[src/rtl/mips_pkg.sv]
// Shared constants for the MIPS single-cycle datapath.
// These cover register widths, the register count and the $zero index.
package mips_pkg;
  localparam int DATA_WIDTH = 32;
  localparam int ADDR_WIDTH = 5;
  localparam int NUM_REGS   = 2 ** ADDR_WIDTH;
  localparam logic [ADDR_WIDTH-1:0] REG_ZERO = 5'd0;
endpackage

[src/rtl/register_file.sv]
// 32 x 32 MIPS general-purpose register file.
// It has two combinational read ports and one synchronous write port, with r0 hardwired to zero.
module register_file
  import mips_pkg::*;
#(
  parameter int DW = DATA_WIDTH,
  parameter int AW = ADDR_WIDTH
) (
  input  logic          i_clk,
  input  logic          i_rst_n,
  input  logic [AW-1:0] rs1_reg,
  input  logic [AW-1:0] rs2_reg,
  input  logic [AW-1:0] rw_reg,
  input  logic          reg_write,
  input  logic [DW-1:0] wr_data,
  output logic [DW-1:0] rs1_read,
  output logic [DW-1:0] rs2_read
);

  localparam int NR = 2 ** AW;
  localparam logic [AW-1:0] ZERO_IDX = AW'(REG_ZERO);

  logic [DW-1:0] regs [0:NR-1];
  logic          wr_en;

  // A write to r0 is dropped here, so the r0 storage is never loaded.
  assign wr_en = reg_write && (rw_reg != ZERO_IDX);

  always_ff @(posedge i_clk) begin
    if (!i_rst_n) begin
      for (int i = 0; i < NR; i++) begin
        regs[i] <= '0;
      end
    end else if (wr_en) begin
      regs[rw_reg] <= wr_data;
    end
  end

  // The read muxes force r0 to zero, even before the first reset edge.
  assign rs1_read = (rs1_reg == ZERO_IDX) ? '0 : regs[rs1_reg];
  assign rs2_read = (rs2_reg == ZERO_IDX) ? '0 : regs[rs2_reg];

endmodule

[config.mk]
export PLATFORM = sky130hd
export DESIGN_NAME = register_file
export DESIGN_NICKNAME = d
export VERILOG_FILES = /design/src/rtl/mips_pkg.sv /design/src/rtl/register_file.sv
export SDC_FILE = /design/constraint.sdc
export NUM_CORES = 2
export LEC_CHECK = 0
export BUFFER_PORTS_ARGS = -buffer_cell sky130_fd_sc_hd__buf_2
export CAP_MARGIN = 25
export CORE_ASPECT_RATIO = 0.5
export CORE_UTILIZATION = 45
export DETAILED_ROUTE_END_ITERATION = 10
export GPL_TIMING_DRIVEN = 0
export PLACE_DENSITY = 0.58
export REMOVE_ABC_BUFFERS = 1
export SLEW_MARGIN = 15
export SYNTH_ARGS = -nofsm -noshare
export SYNTH_HDL_FRONTEND = slang
export SYNTH_SLANG_ARGS = --single-unit
[constraint.sdc]
create_clock -name i_clk -period 8.1 [get_ports i_clk]
set_input_delay 1.62 -clock i_clk [delete_from_list [all_inputs] [get_ports i_clk]]
set_output_delay 1.62 -clock i_clk [all_outputs]
set_load 0.02 [all_outputs]
==> flow_summary.toml <==
[yosys]
synth_area_leaders = "edfxtp_1 (57%), mux4_2 (20%), and2_1 (11%)"
postSynth.asyncResetShare = 0
yosys_warnings = 0
synth.cell_area_sq_um = 54200
synth_most_common_cell = "edfxtp_1"
ys_seq_area_frac = 0.567
netlist_instances = 3509
synthFlopType = "edfxtp_1"
synth.distinct_cells = 41
synth_edf_count = 1024
netlist_top_cells_count = "edfxtp_1 (1024), and2_1 (996), mux4_2 (470)"
ys_ff_latch = 1024
synth_top_area_cell = "edfxtp_1"
synth_top_area_share = 0.567
avgSynthCellArea_sq_um = 15.4

[critical_path]
arrival_ps = 5770
crit_chain = "buf_8 > buf_16 > buf_16 > buf_16 > mux4_2 > a22o_1 > a2111oi_1 > nor3_1 > buf_2"
max_stage_delay_ps = 910
critPathKind = "input pin to primary output"
critPathRequiredTime_ps = 6480
cp_num_buf_inv = 5
cp-start-kind = "input pin"
end_kind = "primary output"
path_delay_family = "buffers and inverters"
path_max_fanout = 65
crit_top_cell = "buf_16"
slowest_stage = "a2111oi_1"

[clock_network]
cts_buffers = 98
cts.hold.buffers_added = 0
cts.clk_slew.worst_paths_ps = 60
clock_path_buffers = 3
post_cts_buffers = 0
clockRootBuffer = "clkbuf_16"
cts_tree = "built"
htreeDepth = 3
cts_resized = 0
cts_sinks = 1024

[drt]
num_vias = 34000
drt-total-wl_um = 187000
antenna_left = 0
drc = 0
via_per_inst = 6.53
drt-initial-drc-count = 4696
detail_route.wl_per_cell_um = 36.0
dr.pass1.iters = 8

[final_layout]
drive_above_1_share = 0.278
top_regs = "regs x1024"
nNetsFinal = 3576
fin_area_sq_um = 62400
synthToLayoutAreaGrowth_pct = 15.2
largest_reg_flops = 1024
top_register = "regs"

[placement]
dpl_cell_area_sq_um = 59300
gp_congestion = 0.828
io_buffers = 113
preCtsSetupSlack_ps = 652
dpl.hpwl_um = 123000

[floorplan]
die_h_um = 247
core_area_sq_um = 119000
die_w_um = 493
num_rows = 89
ioPinCount = 114
start_util = 0.457
dieArea_sq_um = 122000

[timing]
hold_viol_final = 0
rsz0062_at_grt = "false"
tightest_slew_ps = 1220
slew_headroom = 0.183
drv_slew = 0
fin_crit_ps = 7390
setup_slack_ps = 711
setup_viol = 0
fin_crit_sh = 0.912
hold_slack_ps = 1550
fmax_mhz = 135

[flow_run]
maxCapViolations = 0

[global_route]
antenna_found_initial = 14
grt_pass1_wl_um = 259000
grt-ovfl-total = 0
track_usage = 0.308
grt_pass1_vias = 33800
grt_max_degree = 81

[power_and_ir_drop]
p_per_area_nw_per_um2 = 203
leakage_nw = 21.3
irDropWorstVdd_mv = 0.166
power_w = 0.0127

[outcome]
status = "completed"

[hold_path]
hold_class = "input pin to flip-flop"
-- through the flow --
step           setup TNS, ps  utilization  cells
2_1_floorplan              0            -   3152
3_3_place_gp        -1683930        0.464   4857
3_5_place_dp               0        0.500   5014
4_1_cts                    0        0.526   5191
5_1_grt                    0        0.526   5196
6_report                   0        0.526   5197
-- layer usage --
metal / global-route usage / part of all wire
met1: 0.427 / 0.41
met2: 0.456 / 0.44
met3: 0.105 / 0.13
met4: 0.0990 / 0.031
met5: 0 / 0.00013
-- logic make-up after synthesis --
family / synth area share
buffers and inverters: 0.0333
muxes: 0.230
DFF: 0.567
AOI/OAI and AO/OA: 0.0396
and+or+nand+nor: 0.130
other: 0.0000692
-- worst paths after layout --
| check | startpoint | end | slack (ps) | cells past startpoint |
|---|---|---|---|---|
| worst min-delay path | wr_data[21] | regs[28][21]$_SDFFCE_PN0P_ | 1550 | 2 |
| worst max-delay path | rs2_reg[0] | rs2_read[14] | 710 | 9 |
-- power breakdown --
group	total [W]	switching (W)	internal, W	leakage [nW]
Clock	0.00465	0.00212	0.00254	1.50
Sequential	0.00627	0.000153	0.00612	9.75
Combinational	0.00175	0.00101	0.000732	10.1
-- cells in the final DEF, fill, tap and decap left out, drive strengths merged, types with 2 or more instances in the layout --
cell type / count
clkdlybuf4s18: 2
nand3: 5
diode: 2
inv: 3
mux2i: 154
a32o: 4
and2: 996
bufinv: 7
or2: 2
conb: 32
nor2: 36
clkinv: 37
a211oi: 34
clkinvlp: 4
a21oi: 10
nand2: 9
a2111oi: 29
o21ai: 33
o211a: 2
mux2: 30
nor3: 54
edfxtp: 1024
and3: 2
a22o: 51
or3b: 3
mux4: 470
a22oi: 18
nor2b: 15
buf: 268
nor4: 8
nand3b: 5
clkbuf: 132
o22ai: 79
o221ai: 27
a221oi: 3
nand2b: 6
nand4b: 2
or3: 3
-- cell type report --
cell class | count | area, sq um
inverter | 2 | 10.0
clock inverter | 49 | 410
multi-input combinational | 2126 | 22500
antenna | 2 | 5.00
tap | 1592 | 1990
fill | 9441 | 56300
sequential | 1024 | 30700
clock buffer | 128 | 2670
timing repair buffer | 274 | 4130
Note: power is estimated with default switching activity, not from simulation.
